## config.mk

```make
export PLATFORM = sky130hd
export DESIGN_NAME = sd_cmd_engine
export DESIGN_NICKNAME = d
export VERILOG_FILES = /design/src/rtl/sd_pkg.sv /design/src/rtl/crc7_byte.sv /design/src/rtl/sd_cmd_engine.sv
export SDC_FILE = /design/constraint.sdc
export NUM_CORES = 1
export LEC_CHECK = 0
export ABC_CLOCK_PERIOD_IN_PS = 6040
export BUFFER_PORTS_ARGS = -buffer_cell sky130_fd_sc_hd__buf_2
export CORE_UTILIZATION = 50
export DETAILED_ROUTE_END_ITERATION = 16
export PLACE_DENSITY = 0.81
export REMOVE_ABC_BUFFERS = 1
export SYNTH_ARGS = -nofsm -noshare
export SYNTH_HDL_FRONTEND = slang
export SYNTH_HIERARCHICAL = 1
export SYNTH_SLANG_ARGS = --single-unit
export TNS_END_PERCENT = 1
```

## constraint.sdc

```tcl
create_clock -name clk -period 6.04 [get_ports clk]
set_input_delay 0.604 -clock clk [delete_from_list [all_inputs] [get_ports clk]]
set_output_delay 0.604 -clock clk [all_outputs]
set_load 0.05 [all_outputs]
```

## src/rtl/sd_pkg.sv

```systemverilog
// Shared types and constants for the SD command engine.
// State encoding, command indices, token and R1 bit layout.
package sd_pkg;

    typedef enum logic [2:0] {
        ST_IDLE,
        ST_CRC,
        ST_CHECK,
        ST_ISSUE,
        ST_XFER
    } state_t;

    localparam logic [5:0] CMD0  = 6'd0;
    localparam logic [5:0] CMD1  = 6'd1;
    localparam logic [5:0] CMD17 = 6'd17;
    localparam logic [5:0] CMD24 = 6'd24;

    localparam logic [7:0] TOKEN = 8'hFE;
    localparam logic [7:0] FILL  = 8'hFF;

    localparam int R1_IDLE    = 0;
    localparam int R1_ILLEGAL = 2;
    localparam int R1_CRC_ERR = 3;

    localparam logic [6:0] CRC7_POLY = 7'h09;

    function automatic logic [7:0] r1_pack(
        input logic idle,
        input logic illegal,
        input logic crc_err
    );
        logic [7:0] r;
        r = '0;
        r[R1_IDLE]    = idle;
        r[R1_ILLEGAL] = illegal;
        r[R1_CRC_ERR] = crc_err;
        return r;
    endfunction

endpackage

```

## src/rtl/crc7_byte.sv

```systemverilog
// One-byte CRC7 step (x^7 + x^3 + 1), MSB of the byte first.
// Purely combinational; the caller holds the running state.
module crc7_byte
    import sd_pkg::*;
(
    input  logic [6:0] crc_in,
    input  logic [7:0] data,
    output logic [6:0] crc_out
);

    logic fb;

    // shift the byte through the LFSR one bit at a time
    always_comb begin
        crc_out = crc_in;
        fb      = 1'b0;
        for (int i = 7; i >= 0; i--) begin
            fb      = crc_out[6] ^ data[i];
            crc_out = {crc_out[5:0], 1'b0};
            if (fb) begin
                crc_out = crc_out ^ CRC7_POLY;
            end
        end
    end

endmodule

```

## src/rtl/sd_cmd_engine.sv

```systemverilog
// SD-over-SPI command engine: checks a command frame, answers
// with R1 and moves one data block between SPI and a local buffer.
module sd_cmd_engine
    import sd_pkg::*;
#(
    parameter int COMMAND_SIZE         = 6,
    parameter int MEMORY_SIZE_IN_BYTES = 64,
    parameter int BLOCK_BYTES          = 32
) (
    input  logic                                    clk,
    input  logic                                    rst_n,
    input  logic [8*COMMAND_SIZE-1:0]               cmd,
    input  logic                                    transfer,
    output logic                                    start,
    output logic                                    op,
    output logic [$clog2(MEMORY_SIZE_IN_BYTES)-1:0] size,
    input  logic                                    done,
    input  logic [$clog2(MEMORY_SIZE_IN_BYTES)-1:0] address,
    input  logic                                    wr,
    input  logic [7:0]                              data_out,
    output logic [7:0]                              data_in,
    input  logic                                    host_we,
    input  logic [$clog2(BLOCK_BYTES)-1:0]          host_addr,
    input  logic [7:0]                              host_wdata,
    output logic [7:0]                              host_rdata,
    output logic [31:0]                             arg,
    output logic [7:0]                              r1,
    output logic                                    busy,
    output logic                                    token_err
);

    localparam int AW = $clog2(MEMORY_SIZE_IN_BYTES);
    localparam int BW = $clog2(BLOCK_BYTES);
    localparam int CW = $clog2(COMMAND_SIZE);

    state_t state;
    state_t state_nxt;

    logic [8*COMMAND_SIZE-1:0] cmd_q;
    logic [CW-1:0]             cnt;
    logic [6:0]                crc_q;
    logic [6:0]                crc_nxt;
    logic [7:0]                crc_byte;

    logic          op_q;
    logic [AW-1:0] size_q;
    logic [7:0]    r1_q;
    logic          idle_q;
    logic [31:0]   arg_q;
    logic          tok_q;

    logic [7:0] mem [BLOCK_BYTES];

    logic          frame_ok;
    logic [5:0]    idx;
    logic [31:0]   frame_arg;
    logic          d_op;
    logic [AW-1:0] d_size;
    logic          d_idle;
    logic          d_ill;
    logic          d_crc_err;
    logic          d_tok_clr;
    logic [7:0]    d_r1;

    logic          spi_wr;
    logic          spi_buf_wr;
    logic          tok_bad;
    logic [BW-1:0] wr_idx;
    logic [BW-1:0] rd_idx;
    logic          in_blk;
    logic          send_on;

    crc7_byte u_crc (
        .crc_in  (crc_q),
        .data    (crc_byte),
        .crc_out (crc_nxt)
    );

    assign idx       = cmd_q[5:0];
    assign frame_arg = {cmd_q[15:8], cmd_q[23:16],
                        cmd_q[31:24], cmd_q[39:32]};
    assign frame_ok  = (cmd_q[7:6] == 2'b01)
                    && cmd_q[8*(COMMAND_SIZE-1)]
                    && (cmd_q[8*COMMAND_SIZE-1 -: 7] == crc_q);

    assign spi_wr     = (state == ST_XFER) && !op_q && wr;
    assign spi_buf_wr = spi_wr && (address != '0)
                     && (address <= AW'(BLOCK_BYTES));
    assign tok_bad    = spi_wr && (address == '0)
                     && (data_out != TOKEN);
    assign wr_idx     = BW'(address - AW'(1));
    assign rd_idx     = BW'(address - AW'(2));
    assign in_blk     = (address >= AW'(2))
                     && (address <= AW'(BLOCK_BYTES + 1));
    assign send_on    = op_q
                     && ((state == ST_ISSUE) || (state == ST_XFER));

    assign host_rdata = mem[host_addr];
    assign op         = op_q;
    assign size       = size_q;
    assign r1         = r1_q;
    assign arg        = arg_q;
    assign token_err  = tok_q;

    // FSM state register; reset aborts any frame in flight
    always_ff @(posedge clk or negedge rst_n) begin
        if (!rst_n) begin
            state <= ST_IDLE;
        end else begin
            state <= state_nxt;
        end
    end

    // FSM next-state: fixed CRC/check/issue pipeline, then wait for done
    always_comb begin
        state_nxt = state;
        unique case (state)
            ST_IDLE: begin
                if (transfer) begin
                    state_nxt = ST_CRC;
                end
            end
            ST_CRC: begin
                if (cnt == CW'(COMMAND_SIZE - 2)) begin
                    state_nxt = ST_CHECK;
                end
            end
            ST_CHECK: state_nxt = ST_ISSUE;
            ST_ISSUE: state_nxt = ST_XFER;
            ST_XFER: begin
                if (done) begin
                    state_nxt = ST_IDLE;
                end
            end
            default: state_nxt = ST_IDLE;
        endcase
    end

    // FSM outputs: go pulse, busy flag and the byte offered to SPI
    always_comb begin
        start = (state == ST_ISSUE);
        busy  = (state != ST_IDLE);
        if (!send_on) begin
            data_in = FILL;
        end else begin
            unique case (1'b1)
                (address == AW'(0)): data_in = r1_q;
                (address == AW'(1)): data_in = TOKEN;
                in_blk:              data_in = mem[rd_idx];
                default:             data_in = FILL;
            endcase
        end
    end

    // pick the command byte the CRC walks over this cycle
    always_comb begin
        crc_byte = '0;
        for (int i = 0; i < COMMAND_SIZE; i++) begin
            if (int'(cnt) == i) begin
                crc_byte = cmd_q[8*i +: 8];
            end
        end
    end

    // latch the frame and run the CRC over the leading bytes
    always_ff @(posedge clk or negedge rst_n) begin
        if (!rst_n) begin
            cmd_q <= '0;
            cnt   <= '0;
            crc_q <= '0;
        end else if (state == ST_IDLE && transfer) begin
            cmd_q <= cmd;
            cnt   <= '0;
            crc_q <= '0;
        end else if (state == ST_CRC) begin
            cnt   <= cnt + CW'(1);
            crc_q <= crc_nxt;
        end
    end

    // decode the checked frame into response and transfer setup
    always_comb begin
        d_op      = 1'b1;
        d_size    = '0;
        d_idle    = idle_q;
        d_ill     = 1'b0;
        d_crc_err = 1'b0;
        d_tok_clr = 1'b0;
        unique case (1'b1)
            !frame_ok: d_crc_err = 1'b1;
            frame_ok && (idx == CMD0): d_idle = 1'b1;
            frame_ok && (idx == CMD1): d_idle = 1'b0;
            frame_ok && (idx == CMD17) && !idle_q: begin
                d_size = AW'(BLOCK_BYTES + 1);
            end
            frame_ok && (idx == CMD24) && !idle_q: begin
                d_op      = 1'b0;
                d_size    = AW'(BLOCK_BYTES);
                d_tok_clr = 1'b1;
            end
            default: d_ill = 1'b1;
        endcase
        d_r1 = r1_pack(d_idle, d_ill, d_crc_err);
    end

    // response registers: set once per frame, token error is sticky
    always_ff @(posedge clk or negedge rst_n) begin
        if (!rst_n) begin
            op_q   <= 1'b0;
            size_q <= '0;
            r1_q   <= r1_pack(1'b1, 1'b0, 1'b0);
            idle_q <= 1'b1;
            arg_q  <= '0;
            tok_q  <= 1'b0;
        end else if (state == ST_CHECK) begin
            op_q   <= d_op;
            size_q <= d_size;
            r1_q   <= d_r1;
            idle_q <= d_idle;
            if (frame_ok) begin
                arg_q <= frame_arg;
            end
            if (d_tok_clr) begin
                tok_q <= 1'b0;
            end
        end else if (tok_bad) begin
            tok_q <= 1'b1;
        end
    end

    // block buffer: SPI write has priority, host write is dropped
    always_ff @(posedge clk) begin
        if (spi_buf_wr) begin
            mem[wr_idx] <= data_out;
        end else if (host_we) begin
            mem[host_addr] <= host_wdata;
        end
    end

endmodule

```

==> results.toml, run 1 <==
[detailed_routing]
wl_per_cell_um = 26.7
wl_um = 44300
vias = 10800
avgViaCountPerCell = 6.51
antenna_left = 0
drtIter0Drc = 1004
drc = 0
firstDrtPassIters = 5

[timing]
slew_headroom_pct = 18.8
slew_violations = 0
fin_skew_ps = 23.5
setup-violations-final = 0
finalCriticalPeriod_ps = 4400
tightestPinTransition_ps = 1210
holdWs_ps = 289
finalCritPeriodShare_pct = 72.8
hold_violations = 0
rsz0062_at_grt = "no"
tns_ps = 0
timing.fmax_ghz = 0.227

[worst_setup_path]
worstSetupEndpointType = "output pin"
reg2reg_from = "state[0]"
worstPathMaxFanout = 24
r2r_end = "mem[24][6]"
reg2regPathDepth = 6
critPathKind = "input port to output pin"
rrSetupSlack_ps = 2570
crit_arrival_ps = 3800
startpoint_type = "input port"
cp.required_ps = 5440

[synth]
synth_top_area_cell = "edfxtp_1"
yosysTopAreaCellShare_pct = 44.5
ys_warn_count = 6
synth-seq-area-share_pct = 59.0
yosysUniqueCellTypes = 62
synth_area_leaders = "edfxtp_1 45%, mux4_2 19%, dfrtp_1 14%, mux2_2 6.1%, nand2_1 1.5%"
ys_ff_latch = 356
postSynth.asyncResetShare_pct = 28.1
avgSynthCellArea_um2 = 16.7
syn_inst = 1032
yosys_most_used_dff = "edfxtp_1"
syn-cell-area_um2 = 17300
synth_edf_count = 256

[cells_and_area]
n_fill_cell = 2480
mostFrequentLayoutCells = "256 x edfxtp_1, 147 x mux4_2, 134 x buf_2"
syn_to_final_growth_pct = 14.1
final_common_cell = "edfxtp_1"
utilization_pct = 58.3
layout-drive-gt1-share_pct = 40.3
layout.nets = 1277
ff_latch_area_um2 = 10200
stdcell_area_um2 = 19700
multi_input_area_um2 = 6710

[clock_tree]
cts_buffer_depth = 3
h-tree-depth = 2
clk_latency_ps = 530
cts_buffers = 37
cts_tree = "built"
clk_pin_slew_ps = 60
cts_root_buf = "clkbuf_16"
cts.sinks = 356
cts_setup_buffers = 0

[worst_hold_path]
hold_depth = 3
min_to = "cmd_q[0]"
hold_start = "cmd[0]"
min_path_type = "input port to flip-flop"

[floorplan]
core_um2 = 33800
die_area_um2 = 35300
num_rows = 67
io_pins = 147
start_util_pct = 51.1
die_w_um = 188
die_h_um = 188

[global_routing]
grt_max_degree = 83
grt_overflow = 0
grt_usage_pct = 25.7
grt_pass1_wl_um = 67600
grt_pass1_vias = 11100
grt_antenna_before_repair = 2

[power]
totalPowerFinal_uw = 7210
powerDensity_nw_per_um2 = 366
p_leak_uw = 0.00727
peakVddDrop_uv = 336

[placement]
gp_congestion = 0.896
hpwl_um = 29300
dpl_cell_area_um2 = 18500
port_buffers = 137

[job]
maxCapViolCount = 0

[outcome]
status = "finished, final reports clean"
## worst max-delay path by stage
stage                     startpoint         end  cells past startpoint
final                     address[0]  data_in[0]                      9
after global routing      address[0]  data_in[0]                      9
after CTS                 address[0]  data_in[0]                      9
after detailed placement  address[0]  data_in[0]                      9
after global placement    address[0]  data_in[0]                      9
after floorplan           address[1]  data_in[2]                      6
## synthesized netlist by cell type, drive strengths merged (4+ instances only)
cell type	n
o22ai	9
nand2	67
xor2	17
nor3	36
a22oi	24
mux2i	17
ha	11
nor3b	6
o21ai	24
edfxtp	256
buf	42
inv	12
nand2b	5
xnor3	4
mux4	147
and3	4
nor2	28
or3	9
nand3	4
dfrtp	99
xnor2	11
clkbuf	33
mux2	99
nor2b	6
a311oi	5
a21oi	18
## cells by family (layout without fill, tap and decap cells)
| group | Yosys count | in the layout | share of synthesized area, % |
|---|---|---|---|
| buffers and inverters | 88 | 259 | 2.50 |
| AO/OA/AOI/OAI | 101 | 101 | 3.85 |
| multiplexers | 263 | 263 | 26.6 |
| flip-flops | 356 | 356 | 59.0 |
| AND/OR/NAND/NOR | 180 | 180 | 5.09 |
| other | 1 | 10 | 0.0217 |
| adder cells (fa/ha/maj) | 11 | 11 | 0.797 |
| XOR/XNOR | 32 | 32 | 2.09 |
## worst max-delay path, cell delays in order
cell and delay [ps]:
buf_4 350, clkinv_1 480, ha_1 450, nor2_1 170, o32ai_1 210, o21ai_1 540
o22ai_1 220, or4_1 490, buf_2 250
## state kept, by name, summed over array words and instances (netlist names), named ones only
name and count:
arg 32, cmd_q 48, cnt 3, crc_q 7, mem 256, op 1
r1 2, size 2, state 3, token_err 1
## layout make-up
class | count | share of cell area [%]
sequential | 356 | 51.7
antenna | 1 | 0.0127
timing repair buffer | 181 | 5.21
clock buffer | 55 | 5.50
tap | 448 | 2.84
multi-input combinational | 596 | 34.0
inverter | 13 | 0.248
clock inverter | 10 | 0.451
## stage by stage
stage | setup WS, ps | cells
finish | 1640 | 1660
global route | 1410 | 1659
CTS | 1730 | 1659
detailed placement | 1740 | 1593
global placement | 1780 | 1593
floorplan | 2000 | 965
## timing repair
action	CTS	global route
endpoints found under the hold margin	18	0
gates resized for setup	0	0
hold buffers	1	0
## routing by layer
| layer | vias to the layer above | track usage, % | share of wire (%) |
|---|---|---|---|
| li1 | 4425 | - | - |
| met3 | 123 | 7.65 | 12 |
| met4 | 2 | 11.2 | 4.3 |
| met5 | - | 0 | 0.029 |
| met1 | 5505 | 33.6 | 37 |
| met2 | 751 | 40.0 | 47 |
## power by group
group          switching (uW)  leakage [uW]  internal, uW
Sequential                228       0.00357          2890
Clock                     913      0.000572          1290
Combinational            1010       0.00313           879
(Power assumes the default switching activity.)
==> run 2, diff against run 1 <==
--- a/config.mk
+++ b/config.mk
@@ -5,11 +5,11 @@
 export SDC_FILE = /design/constraint.sdc
 export NUM_CORES = 1
 export LEC_CHECK = 0
-export ABC_CLOCK_PERIOD_IN_PS = 6040
+export ABC_CLOCK_PERIOD_IN_PS = 3700
 export BUFFER_PORTS_ARGS = -buffer_cell sky130_fd_sc_hd__buf_2
 export CORE_UTILIZATION = 50
 export DETAILED_ROUTE_END_ITERATION = 16
-export PLACE_DENSITY = 0.81
+export PLACE_DENSITY = 0.83
 export REMOVE_ABC_BUFFERS = 1
 export SYNTH_ARGS = -nofsm -noshare
 export SYNTH_HDL_FRONTEND = slang
==> constraint.sdc (replaced) <==
create_clock -name clk -period 3.7 [get_ports clk]
set_input_delay 0.37 -clock clk [delete_from_list [all_inputs] [get_ports clk]]
set_output_delay 0.37 -clock clk [all_outputs]
set_load 0.05 [all_outputs]
==> results.toml, run 2 (synthesized netlist as in run 1, its figures left out) <==
[outcome]
status = "finished, final reports clean"

[clock_tree]
h-tree-depth = 2
clk_latency_ps = 530
cts_root_buf = "clkbuf_16"
cts_tree = "built"
cts_buffer_depth = 3
cts_buffers = 36
cts_resized = 0
clk_pin_slew_ps = 60
cts.sinks = 356
cts_setup_buffers = 0
hold_buffers = 0

[floorplan]
core_um2 = 33800
start_util_pct = 51.1
die_h_um = 188
num_rows = 67
die_w_um = 188
die_area_um2 = 35300
io_pins = 147

[worst_setup_path]
cp.required_ps = 3330
crit_arrival_ps = 3000
critPathKind = "input port to output pin"
startpoint_type = "input port"
rrSetupSlack_ps = 550
worstPathMaxFanout = 17
reg2regPathDepth = 11
worstSetupEndpointType = "output pin"

[power]
p_leak_uw = 0.00736
peakVddDrop_uv = 563
powerDensity_nw_per_um2 = 592
totalPowerFinal_uw = 11800

[job]
maxCapViolCount = 0

[timing]
rsz0062_at_grt = "no"
fin_skew_ps = 18.9
finalCriticalPeriod_ps = 3370
timing.fmax_ghz = 0.297
slew_violations = 0
slew_headroom_pct = 18.3
tightestPinTransition_ps = 1220
hold_violations = 0
setup_ws_ps = 333
setup-violations-final = 0
finalCritPeriodShare_pct = 91.0

[global_routing]
grt_antenna_before_repair = 5
grt_overflow = 0
grt_pass1_wl_um = 68700
grt_usage_pct = 26.2
grt_pass1_vias = 11200
grt_max_degree = 84

[worst_hold_path]
min_path_type = "input port to async pin"

[detailed_routing]
vias = 10800
firstDrtPassIters = 8
antenna_left = 0
wl_um = 45300
drc = 0
avgViaCountPerCell = 6.42
drtIter0Drc = 1376
wl_per_cell_um = 27.0

[cells_and_area]
stdcell_count = 1675
largest_reg_flops = 256
utilization_pct = 58.8
mostFrequentLayoutCells = "256 x edfxtp_1, 147 x mux4_2, 134 x buf_2"
syn_to_final_growth_pct = 15.0
top_register = "mem"
final_common_cell = "edfxtp_1"
layout.nets = 1294
layout-drive-gt1-share_pct = 41.2

[placement]
gp_congestion = 0.942
dp.cells = 1612
port_buffers = 137
pre_cts_ws_ps = 338
hpwl_um = 30600
## run 2: cell types whose count changed in the layout (fill, tap and decap cells not counted), moves of 2 or more
cell	previous run	this run
buf_4	46	59
clkbuf_1	10	5
clkbuf_8	7	4
inv_6	0	2
buf_12	0	6
diode_2	1	3
clkinv_1	4	6
## run 2: area by class of cell
class | instances | area [um2]
timing repair buffer | 199 | 1230
clock inverter | 14 | 124
fill | 2452 | 13900
multi-input combinational | 596 | 6700
antenna | 3 | 7.51
tap | 448 | 561
clock buffer | 46 | 1000
inverter | 13 | 48.8
sequential | 356 | 10200
## run 2: routing by layer
layer  vias to the layer above  wire, um  global-route usage (%)
li1                       4472         -                       -
met1                      5386     15900                    33.5
met2                       765     22300                    43.0
met3                       125      5490                    6.81
met4                         6      1630                    10.2
met5                         -        32                       0
## run 2: through the flow
stage          setup TNS (ps)  hold slack [ps]  cell area, um2
2_1_floorplan          -15210             74.4           16900
3_3_place_gp                0              462           18700
3_5_place_dp                0              476           18700
4_1_cts                     0             31.4           19900
5_1_grt                     0             36.3           19900
6_report                    0             27.5           19900
## run 2: path summary, 6_finish.rpt
| check | start | endpoint |
|---|---|---|
| worst max-delay path | address[0] | data_in[0] |
| worst min-delay path | rst_n | arg[23] |
| worst max register to register | cnt[0] | crc_q[0] |
| worst min register to register | size[0] | size[0] |
| max in group asynchronous | rst_n | cmd_q[8] |
| min in group clk | done | state[2] |
## run 2: worst max-delay path, stage by stage
cell and delay [ps]:
buf_4 280, clkinv_1 270, ha_1 350, o21a_1 230, nor2_1 100, o31a_1 360
a311oi_1 90, or4_1 670, buf_2 260
## run 2: power by group
| part | internal, uW | total [uW] | switching, uW |
|---|---|---|---|
| Combinational | 1470 | 3130 | 1660 |
| Clock | 2040 | 3510 | 1470 |
| Sequential | 4720 | 5110 | 386 |
==> run 3, diff against run 2 <==
--- a/config.mk
+++ b/config.mk
@@ -7,6 +7,7 @@
 export LEC_CHECK = 0
 export ABC_CLOCK_PERIOD_IN_PS = 3700
 export BUFFER_PORTS_ARGS = -buffer_cell sky130_fd_sc_hd__buf_2
+export CORE_MARGIN = 5
 export CORE_UTILIZATION = 50
 export DETAILED_ROUTE_END_ITERATION = 16
 export PLACE_DENSITY = 0.83
==> results.toml, run 3 (synthesized netlist as in run 1, its figures left out) <==
[outcome]
status = "finished, final reports clean"

[power]
p_leak_uw = 0.00741
pwr-share-comb_pct = 26.2
p_seq_share_pct = 42.2
peakVddDrop_uv = 561
switching_share_pct = 29.7
cell_internal_pwr_uw = 8490
netSwitchingPower_uw = 3580
powerDensity_nw_per_um2 = 604
pwr-share-clk_pct = 31.6

[worst_setup_path]
worstPathMaxFanout = 57
cpLargestDelayFamily = "compound AO/OA/AOI/OAI gates"
cp.required_ps = 3330
reg2reg_from = "cnt[0]"
cpMaxStageDelayCell = "o32ai_1"
startpoint_type = "input port"
crit_arrival_ps = 2990
critPathLaunch = "address[0]"
r2r_end = "crc_q[6]"
crit_top_cell = "buf_4"
max_stage_delay_ps = 720
reg2regPathDepth = 12
rrSetupSlack_ps = 540
critPathKind = "input port to output pin"
crit_chain = "buf_4 -> buf_12 -> ha_1 -> nor2_1 -> o32ai_1 -> o21ai_1 -> buf_4 -> o22ai_1 -> or4_1 -> buf_2"
worstSetupEndpointType = "output pin"
critPathBufInv = 4

[global_routing]
grt_pass1_vias = 11300
grt_antenna_before_repair = 5
grt_overflow = 0
grt_max_degree = 58
grt_pass1_wl_um = 69700
grt_usage_pct = 23.8

[timing]
finalCriticalPeriod_ps = 3360
tightestPinTransition_ps = 1150
tns_ps = 0
rsz0062_at_grt = "no"
setup_ws_ps = 336
hold_violations = 0
holdWs_ps = 40.2
setup-violations-final = 0
finalCritPeriodShare_pct = 90.9
slew_violations = 0
fin_skew_ps = 14.9
timing.fmax_ghz = 0.297
slew_headroom_pct = 23.5

[cells_and_area]
layout.nets = 1294
stdcell_area_um2 = 20000
syn_to_final_growth_pct = 15.8
mostFrequentLayoutCells = "256 x edfxtp_1, 147 x mux4_2, 134 x buf_2"
final_common_cell = "edfxtp_1"
layout-drive-gt1-share_pct = 41.5
largest_reg_flops = 256
top_register = "mem"

[clock_tree]
cts_root_buf = "clkbuf_16"
cts_setup_buffers = 0
cts_resized = 0
h-tree-depth = 2
hold_buffers = 1
cts.sinks = 356
clk_pin_slew_ps = 60
clk_latency_ps = 520
cts_buffer_depth = 3
cts_tree = "built"
cts_buffers = 36

[placement]
dpl_cell_area_um2 = 18700
gp_congestion = 0.927
pre_cts_ws_ps = 222
port_buffers = 137
hpwl_um = 30500

[detailed_routing]
drc = 0
wl_um = 46100
vias = 11000
drtIter0Drc = 1457
antenna_left = 0
wl_per_cell_um = 27.3
firstDrtPassIters = 5
avgViaCountPerCell = 6.53

[floorplan]
die_area_um2 = 38400
io_pins = 147
num_rows = 68
core_um2 = 34300
start_util_pct = 50.4
die_w_um = 196
die_h_um = 196

[worst_hold_path]
hold_start = "done"
hold_depth = 2
min_path_type = "input port to flip-flop"
min_to = "state[2]"

[job]
maxCapViolCount = 0
==> run 3: cell types whose count changed in the layout (fill, tap and decap cells not counted) <==
| cell | change |
|---|---|
| clkinv_8 | +1 |
| buf_12 | +1 |
| clkbuf_8 | -4 |
| dlygate4sd3_1 | +1 |
| bufinv_16 | +5 |
| buf_4 | -2 |
| clkinvlp_2 | +1 |
| clkinvlp_4 | +2 |
| inv_6 | -1 |
| clkinv_2 | +4 |
| clkbuf_16 | -1 |
| clkinv_1 | -2 |
| diode_2 | -1 |
==> run 3: power by group through the flow <==
stage / Combinational (uW) / Clock, uW / Sequential [uW]
4_1_cts: 3150 / 3870 / 5090
6_report: 3170 / 3810 / 5090
3_3_place_gp: 3040 / 0 / 5140
3_5_place_dp: 3130 / 0 / 5160
2_1_floorplan: 2270 / 0 / 5110
5_1_grt: 3380 / 4050 / 5140
==> run 3: stage by stage <==
stage               power (uW)  cells  utilization [%]
floorplan                 7380    965                -
global placement          8190   1618             54.7
detailed placement        8290   1618             54.7
CTS                      12100   1684             58.3
global route             12600   1684             58.3
finish                   12100   1686             58.3
==> run 3: final cells by class <==
type	count	area (um2)
flip-flops and latches	356	10200
multi-input cells	596	6700
repair buffers	199	1250
clock buffers	41	920
clock inverters	24	314
well taps	455	569
inverters	13	48.8
diodes	2	5.00
fillers	2466	14300
==> run 3: metal layers <==
| layer | vias to the layer above | share of wire, % | global-route usage (%) |
|---|---|---|---|
| met1 | 5516 | 34 | 30.8 |
| met3 | 152 | 14 | 8.78 |
| met4 | 6 | 4.4 | 9.59 |
| met2 | 866 | 47 | 36.8 |
| li1 | 4472 | - | - |
| met5 | - | 0.074 | 0 |
==> run 3: worst max path at each step <==
stage	cells past startpoint	end	slack [ps]
final	10	data_in[0]	340
after global routing	10	data_in[0]	240
after CTS	10	data_in[6]	360
after detailed placement	10	mem[15][3]	220
after global placement	10	mem[31][2]	290
after floorplan	3	cmd_q[10]	-310
